--- src/rtl/recompute_scheduler_pkg.sv ---
// Shared types and helpers for the recompute scheduler: FSM state, request
// layout at default widths, and the one-hot tag check.
package recompute_sched_pkg;

   localparam int WORD_SIZE_D = 16;
   localparam int ROWS_D      = 4;
   localparam int COLS_D      = 4;

   typedef enum logic [1:0] {IDLE, ISSUE, CAPTURE, DONE} sched_state_t;

   typedef struct packed {
      logic [WORD_SIZE_D-1:0] weight;
      logic [WORD_SIZE_D-1:0] left;
      logic [ROWS_D-1:0]      row;
      logic [COLS_D-1:0]      col;
   } recompute_req_t;

   // Tags narrower than 32 bits are zero-extended by the caller.
   function automatic logic is_onehot(input logic [31:0] v);
      return (v != 32'd0) && ((v & (v - 32'd1)) == 32'd0);
   endfunction

endpackage

--- src/rtl/recompute_scheduler_fifo.sv ---
// Request FIFO for the recompute scheduler. Power-of-two depth, so the
// pointers wrap by natural overflow; the extra count bit tells full from empty.
module recompute_req_fifo #(
   parameter int DEPTH = 4,
   parameter int W     = 40
) (
   input  logic         clk,
   input  logic         rst,
   input  logic         push,
   input  logic         pop,
   input  logic [W-1:0] wdata,
   output logic         full,
   output logic         empty,
   output logic [W-1:0] rdata
);
   localparam int AW = $clog2(DEPTH);
   localparam logic [AW-1:0] PTR_ONE = AW'(1);
   localparam logic [AW:0]   CNT_ONE = (AW+1)'(1);

   logic [W-1:0]  mem [DEPTH];
   logic [AW-1:0] wptr, rptr;
   logic [AW:0]   count;

   always_ff @(posedge clk or posedge rst) begin
      if (rst) begin
         wptr  <= '0;
         rptr  <= '0;
         count <= '0;
      end else begin
         if (push) wptr <= wptr + PTR_ONE;
         if (pop)  rptr <= rptr + PTR_ONE;
         case ({push, pop})
            2'b10:   count <= count + CNT_ONE;
            2'b01:   count <= count - CNT_ONE;
            default: count <= count;
         endcase
      end
   end

   always_ff @(posedge clk) begin
      if (push) mem[wptr] <= wdata;
   end

   assign rdata = mem[rptr];
   assign full  = (count == (AW+1)'(DEPTH));
   assign empty = (count == '0);

endmodule

--- src/rtl/recompute_scheduler.sv ---
// Queues recompute requests from faulty PEs and runs them one at a time
// through the shared recompute unit, handing results off with valid/ready.
module recompute_scheduler
   import recompute_sched_pkg::*;
#(
   parameter int WORD_SIZE = 16,
   parameter int ROWS      = 4,
   parameter int COLS      = 4,
   parameter int DEPTH     = 4
) (
   input  logic                 clk,
   input  logic                 rst,
   input  logic                 req_valid,
   output logic                 req_ready,
   input  logic [WORD_SIZE-1:0] req_weight,
   input  logic [WORD_SIZE-1:0] req_left,
   input  logic [ROWS-1:0]      req_row,
   input  logic [COLS-1:0]      req_col,
   output logic [WORD_SIZE-1:0] ru_weight,
   output logic [WORD_SIZE-1:0] ru_left,
   output logic [ROWS-1:0]      ru_row,
   output logic [COLS-1:0]      ru_col,
   input  logic [WORD_SIZE-1:0] ru_bottom,
   input  logic [ROWS-1:0]      ru_row_ret,
   input  logic [COLS-1:0]      ru_col_ret,
   output logic                 res_valid,
   input  logic                 res_ready,
   output logic [WORD_SIZE-1:0] res_data,
   output logic [ROWS-1:0]      res_row,
   output logic [COLS-1:0]      res_col,
   output logic                 busy,
   output logic                 err_tag,
   output logic                 err_malformed,
   output logic [15:0]          done_count
);
   localparam int EW = 2*WORD_SIZE + ROWS + COLS;

   sched_state_t state_q, state_d;
   logic full, empty, push, pop, capture, handoff, req_ok;
   logic [EW-1:0]        head;
   logic [WORD_SIZE-1:0] h_weight, h_left;
   logic [ROWS-1:0]      h_row;
   logic [COLS-1:0]      h_col;

   assign req_ready = !full;
   assign req_ok    = is_onehot(32'(req_row)) && is_onehot(32'(req_col));
   // Malformed requests are acked but dropped so the array never stalls on them.
   assign push      = req_valid && req_ready && req_ok;
   assign busy      = (state_q != IDLE) || !empty;
   assign {h_weight, h_left, h_row, h_col} = head;

   recompute_req_fifo #(.DEPTH(DEPTH), .W(EW)) u_fifo (
      .clk   (clk),
      .rst   (rst),
      .push  (push),
      .pop   (pop),
      .wdata ({req_weight, req_left, req_row, req_col}),
      .full  (full),
      .empty (empty),
      .rdata (head)
   );

   always_comb begin
      state_d = state_q;
      pop     = 1'b0;
      capture = 1'b0;
      handoff = 1'b0;
      case (state_q)
         IDLE: if (!empty) begin
            pop     = 1'b1;
            state_d = ISSUE;
         end
         ISSUE:   state_d = CAPTURE;
         CAPTURE: begin
            capture = 1'b1;
            state_d = DONE;
         end
         DONE: if (res_ready) begin
            handoff = 1'b1;
            pop     = !empty;
            state_d = empty ? IDLE : ISSUE;
         end
         default: state_d = IDLE;
      endcase
   end

   always_ff @(posedge clk or posedge rst) begin
      if (rst) begin
         state_q       <= IDLE;
         ru_weight     <= '0;
         ru_left       <= '0;
         ru_row        <= '0;
         ru_col        <= '0;
         res_valid     <= 1'b0;
         res_data      <= '0;
         res_row       <= '0;
         res_col       <= '0;
         err_tag       <= 1'b0;
         err_malformed <= 1'b0;
         done_count    <= '0;
      end else begin
         state_q <= state_d;
         if (req_valid && req_ready && !req_ok) err_malformed <= 1'b1;
         if (pop) begin
            ru_weight <= h_weight;
            ru_left   <= h_left;
            ru_row    <= h_row;
            ru_col    <= h_col;
         end
         // Result carries the issued tags; a bad echo only raises the flag.
         if (capture) begin
            res_data  <= ru_bottom;
            res_row   <= ru_row;
            res_col   <= ru_col;
            res_valid <= 1'b1;
            if ((ru_row_ret != ru_row) || (ru_col_ret != ru_col)) err_tag <= 1'b1;
         end
         if (handoff) begin
            res_valid  <= 1'b0;
            done_count <= done_count + 16'd1;
         end
      end
   end

endmodule

--- config.mk ---
export PLATFORM = sky130hd
export DESIGN_NAME = recompute_scheduler
export DESIGN_NICKNAME = d
export VERILOG_FILES = /design/src/rtl/recompute_scheduler_pkg.sv /design/src/rtl/recompute_scheduler_fifo.sv /design/src/rtl/recompute_scheduler.sv
export SDC_FILE = /design/constraint.sdc
export NUM_CORES = 1
export LEC_CHECK = 0
export ABC_CLOCK_PERIOD_IN_PS = 4600
export CORE_MARGIN = 4
export CORE_UTILIZATION = 30
export DETAILED_ROUTE_END_ITERATION = 7
export PLACE_DENSITY = 0.54
export SYNTH_ARGS = -nofsm -noshare
export SYNTH_HDL_FRONTEND = slang
export SYNTH_SLANG_ARGS = --single-unit
--- constraint.sdc ---
create_clock -name clk -period 4.6 [get_ports clk]
set_input_delay 0.92 -clock clk [delete_from_list [all_inputs] [get_ports clk]]
set_output_delay 0.92 -clock clk [all_outputs]
set_load 0.1 [all_outputs]
==> results.py, run 1 <==
metrics = {
    "floorplan": {
        "rows": 65,
        "io_pins": 153,
        "dieHeight_um": 188,
        "initial_core_util": 0.306,
        "die_w_um": 188,
        "die-area_um2": 35300,
        "design.core.area_um2": 31700,
    },
    "drt": {
        "wirelength_um": 19800,
        "wl_met1_um": 8610,
        "drt_iter0_markers": 159,
        "routed-via-count": 4870,
        "dr_wl_met3_um": 1100,
        "postRouteAntennaNets": 0,
        "drc": 0,
        "drtPass1Iterations": 4,
        "highest_layer": "met4",
        "wl_per_cell_um": 18.4,
        "wl_met2_um": 9720,
        "routed_via_density": 4.51,
    },
    "final_layout": {
        "diodes": 0,
        "drive_above_1_share": 0.248,
        "syn2layout_area_growth_pct": 29.9,
        "final_common_cell": "edfxtp_1",
        "nets": 735,
        "mostFrequentLayoutCells": "edfxtp_1 (160), clkdlybuf4s50_1 (152), dfrtp_1 (90)",
    },
    "placed_design": {
        "dp_hpwl_um": 13000,
        "port_buffers": 152,
        "place_congestion": 0.715,
    },
    "logic_synthesis": {
        "ys_types": 36,
        "synthesis.area_um2": 9690,
        "synth_seq_area_share": 0.733,
        "synth_seq_cells": 252,
        "yosysWarnings": 0,
        "syn_inst": 484,
        "yosys.area.top_type_share": 0.496,
        "yosys.area.top_type": "edfxtp_1",
        "synthTopCellsByArea": "edfxtp_1 (50%), dfrtp_1 (24%), mux4_2 (9.3%)",
        "avgSynthCellArea_um2": 20.0,
        "syn_nets": 563,
    },
    "global_routing": {
        "overflow": 0,
        "grt_util_all_layers": 0.112,
        "grt_max_degree": 74,
        "grt_antenna_before_repair": 0,
        "grt_pass1_vias": 5445,
        "grt_pass1_wl_um": 31600,
    },
    "clocking": {
        "clkSlewWorstSetupHoldPaths_ns": 0.06,
        "cts_inserted_buffers": 28,
        "post_cts_buffers": 0,
        "htree_num_levels": 1,
        "cts.sinks": 252,
        "cts_buffer_depth": 3,
        "cts_tree": "done",
        "cts.repair.resized": 0,
        "ctsHoldBuffers": 0,
        "insertion_delay_ns": 0.53,
        "clock-root-buffer": "clkbuf_16",
    },
    "critical_path": {
        "rr_endpoint": "u_fifo.mem[3][23]",
        "crit_fanout": 4,
        "path_class": "reg2out",
        "crit_path_end_kind": "primary output",
        "reg2reg_depth": 5,
        "worst_ep_required_time_ns": 3.68,
        "crit_path_start_kind": "flip-flop",
        "reg2reg_from": "u_fifo.count[2]",
        "worstPathArrival_ns": 2.44,
        "r2r_slack_ns": 2.05,
    },
    "min_path": {
        "min_path_cells": 1,
        "min_path_type": "reg2reg",
        "whs_endpoint": "done_count[15]",
        "min_from": "done_count[15]",
    },
    "status": {
        "status": "completed",
    },
    "sta": {
        "worst_pin_slew_ns": 1.15,
        "setup_viol": 0,
        "fin_crit_sh": 0.730,
        "slew_viol_final": 0,
        "final-hold-violation-count": 0,
        "grt_setup_unrepaired": "no",
        "max_freq_ghz": 0.298,
        "finClkSkew_ns": 0.00951,
        "fin_tns_setup_ns": 0,
        "max_slew_margin": 0.236,
        "fin_crit_ns": 3.36,
    },
    "flow_run": {
        "cap_violations": 0,
    },
}
[synthesized netlist by cell type (all sizes together)]
library cell	number
a22oi	2
o21bai	1
and4	1
fa	1
nor3	4
nor2b	1
nand2b	2
nand3	5
nand2	9
or3b	1
nor2	10
nor4	1
nand4	8
and3	4
inv	6
o21a	1
buf	15
and2	4
clkbuf	2
a32oi	1
mux4	40
o21ai	3
dfrtp	92
ha	10
xor2	7
edfxtp	160
xnor2	24
a21oi	2
mux2	67
[critical path: stages (launching register included)]
cell	delay, ns
dfrtp_1	0.43
nor3_2	0.38
nand2_1	0.10
clkdlybuf4s50_1	0.99
[flip-flops by register name (all words and copies together) (netlist names), 2 cells and up]
signal        count
u_fifo.mem      160
done_count       16
res_data         16
ru_left          16
ru_weight        16
res_col           4
res_row           4
ru_col            4
ru_row            4
u_fifo.count      3
state_q           2
u_fifo.rptr       2
u_fifo.wptr       2
[logic make-up after synthesis]
logic type	synth area share
AO/OA/AOI/OAI	0.00658
adder cells (fa/ha/maj)	0.0150
buffers and inverters	0.0146
XOR/XNOR	0.0280
AND/OR/NAND/NOR	0.0315
multiplexers	0.171
flip-flops	0.733
[per-layer routing]
layer	GRT usage	up-vias
li1	-	2220
met1	0.147	2469
met2	0.189	150
met3	0.0277	31
met4	0.0268	0
met5	0	-
[area by class of cell]
cell class	instances	area, µm²
tap	402	503
multi-input combinational	209	2440
timing repair buffer	159	1590
sequential	252	7110
clock buffer	45	856
clock inverter	7	66.3
inverter	6	25.0
fill	2857	19100
[metrics by stage]
step | cells | util | worst slack, ns | cell area (µm²) | hold slack [ns]
after floorplan | 484 | - | 1.29 | 9690 | 0.475
after global placement | 1028 | 0.368 | 1.01 | 11700 | 0.449
after detailed placement | 1028 | 0.368 | 0.937 | 11700 | 0.461
after CTS | 1080 | 0.397 | 1.18 | 12600 | 0.478
after global routing | 1080 | 0.397 | 1.12 | 12600 | 0.501
final | 1080 | 0.397 | 1.24 | 12600 | 0.474
[worst max path at each step]
stage                          from           endpoint  slack, ns
global route        u_fifo.count[0]               busy       1.12
CTS                 u_fifo.count[1]               busy       1.18
detailed placement       req_row[0]  u_fifo.mem[2][20]       0.94
global placement         req_row[3]  u_fifo.mem[3][20]       1.01
finish              u_fifo.count[1]               busy       1.24
floorplan                       rst      done_count[0]       1.29
Power of run 1 is not shown: default switching activity piles up to over one toggle a cycle in this logic, so the estimate is an artifact.
==> run 2: changes to the inputs <==
--- a/config.mk
+++ b/config.mk
@@ -5,11 +5,11 @@
 export SDC_FILE = /design/constraint.sdc
 export NUM_CORES = 1
 export LEC_CHECK = 0
-export ABC_CLOCK_PERIOD_IN_PS = 4600
+export ABC_CLOCK_PERIOD_IN_PS = 2800
 export CORE_MARGIN = 4
 export CORE_UTILIZATION = 30
 export DETAILED_ROUTE_END_ITERATION = 7
-export PLACE_DENSITY = 0.54
+export PLACE_DENSITY = 0.55
 export SYNTH_ARGS = -nofsm -noshare
 export SYNTH_HDL_FRONTEND = slang
 export SYNTH_SLANG_ARGS = --single-unit
==> constraint.sdc (replaced) <==
create_clock -name clk -period 2.8 [get_ports clk]
set_input_delay 0.56 -clock clk [delete_from_list [all_inputs] [get_ports clk]]
set_output_delay 0.56 -clock clk [all_outputs]
set_load 0.1 [all_outputs]
==> results.py, run 2 (synthesized netlist as in run 1, its figures left out) <==
metrics = {
    "sta": {
        "worst_pin_slew_ns": 0.594,
        "finClkSkew_ns": 0.00814,
        "grt_setup_unrepaired": "no",
        "final-hold-violation-count": 0,
        "max_freq_ghz": 0.410,
        "setup_ws_ns": 0.360,
        "finalHoldWorstSlack_ns": 0.472,
        "fin_crit_sh": 0.871,
        "max_slew_margin": 0.604,
        "slew_viol_final": 0,
        "fin_crit_ns": 2.44,
        "setup_viol": 0,
    },
    "clocking": {
        "post_cts_buffers": 0,
        "cts_inserted_buffers": 28,
        "cts_tree": "done",
        "ctsHoldBuffers": 0,
        "clock-root-buffer": "clkbuf_16",
        "cts.repair.resized": 0,
        "htree_num_levels": 1,
        "clkSlewWorstSetupHoldPaths_ns": 0.06,
        "insertion_delay_ns": 0.52,
        "cts_buffer_depth": 3,
        "cts.sinks": 252,
    },
    "global_routing": {
        "overflow": 0,
        "grt_pass1_wl_um": 31100,
        "grt_max_degree": 43,
        "grt_antenna_before_repair": 0,
        "grt_util_all_layers": 0.111,
        "grt_pass1_vias": 5389,
    },
    "status": {
        "status": "completed",
    },
    "floorplan": {
        "initial_core_util": 0.306,
        "rows": 65,
        "die_w_um": 188,
        "io_pins": 153,
        "dieHeight_um": 188,
        "die-area_um2": 35300,
        "design.core.area_um2": 31700,
    },
    "final_layout": {
        "drive_above_1_share": 0.382,
        "fin_cells": 1095,
        "largest-register": "u_fifo.mem",
        "final_common_cell": "edfxtp_1",
        "largest_reg_flops": 160,
        "mostFrequentLayoutCells": "edfxtp_1 (160), buf_4 (99), dfrtp_1 (90)",
        "nets": 750,
        "diodes": 0,
        "fillers": 2863,
        "syn2layout_area_growth_pct": 30.3,
        "finish.utilization": 0.398,
    },
    "critical_path": {
        "worst_ep_required_time_ns": 3.20,
        "crit_path_end_kind": "flip-flop",
        "worstPathArrival_ns": 2.84,
        "path_class": "in2reg",
        "crit_path_start_kind": "input pin",
        "crit_fanout": 6,
    },
    "drt": {
        "wirelength_um": 19800,
        "drtPass1Iterations": 4,
        "postRouteAntennaNets": 0,
        "drt_iter0_markers": 221,
        "wl_per_cell_um": 18.1,
        "routed_via_density": 4.54,
        "drc": 0,
        "routed-via-count": 4966,
    },
    "placed_design": {
        "place_congestion": 0.713,
        "dp_hpwl_um": 13200,
        "place_inst": 1043,
        "port_buffers": 152,
        "dp_slack_ns": -0.233,
    },
    "flow_run": {
        "cap_violations": 0,
    },
    "min_path": {
        "min_path_type": "reg2reg",
    },
}
run 2: cell count changes in the layout (fill, tap and decap cells not counted), moves of 2 or more:
| cell | delta |
|---|---|
| bufinv_16 | +4 |
| buf_4 | +93 |
| clkbuf_1 | -2 |
| clkdlybuf4s50_1 | -85 |
| buf_12 | +7 |
| clkinvlp_4 | +2 |
| clkbuf_8 | -6 |
| clkinv_1 | +5 |
run 2: critical path, cell delays in order:
cell,delay [ns]
clkdlybuf4s50_1,0.52
a22oi_1,0.36
nand2_1,0.16
nor4_4,0.18
inv_1,0.08
ha_1,0.23
fa_1,0.38
xnor2_1,0.16
nor2_1,0.06
xor2_1,0.14
run 2: cell type report:
cell class	instances	area, µm²	area share
sequential	252	7110	0.563
timing repair buffer	174	1570	0.125
tap	402	503	0.0398
inverter	6	26.3	0.00208
clock inverter	15	201	0.0160
clock buffer	37	766	0.0606
multi-input combinational	209	2440	0.194
run 2: layer usage:
metal,vias to the layer above,track usage,share of wire
li1,2257,-,-
met1,2513,0.148,0.43
met3,28,0.0261,0.061
met2,168,0.185,0.48
met5,-,0,0
met4,0,0.0251,0.020
run 2: path summary, 6_finish.rpt:
check | endpoint | cells past startpoint | start | slack, ns
setup / recovery | u_fifo.count[2] | 10 | req_row[1] | 0.36
hold / removal | err_tag | 1 | err_tag | 0.47
setup reg to reg | u_fifo.count[2] | 9 | u_fifo.count[2] | 0.60
hold reg to reg | err_tag | 1 | err_tag | 0.47
max in group asynchronous | u_fifo.count[1] | 3 | rst | 1.87
min in group asynchronous | ru_row[2] | 3 | rst | 0.51
run 2: stage by stage:
stage	instance area (µm²)	setup TNS, ns
finish	12600	0
global route	12600	0
CTS	12600	0
detailed placement	11700	-0.616
global placement	11700	-0.259
floorplan	9700	0
Power of run 2 is left out for the same reason.
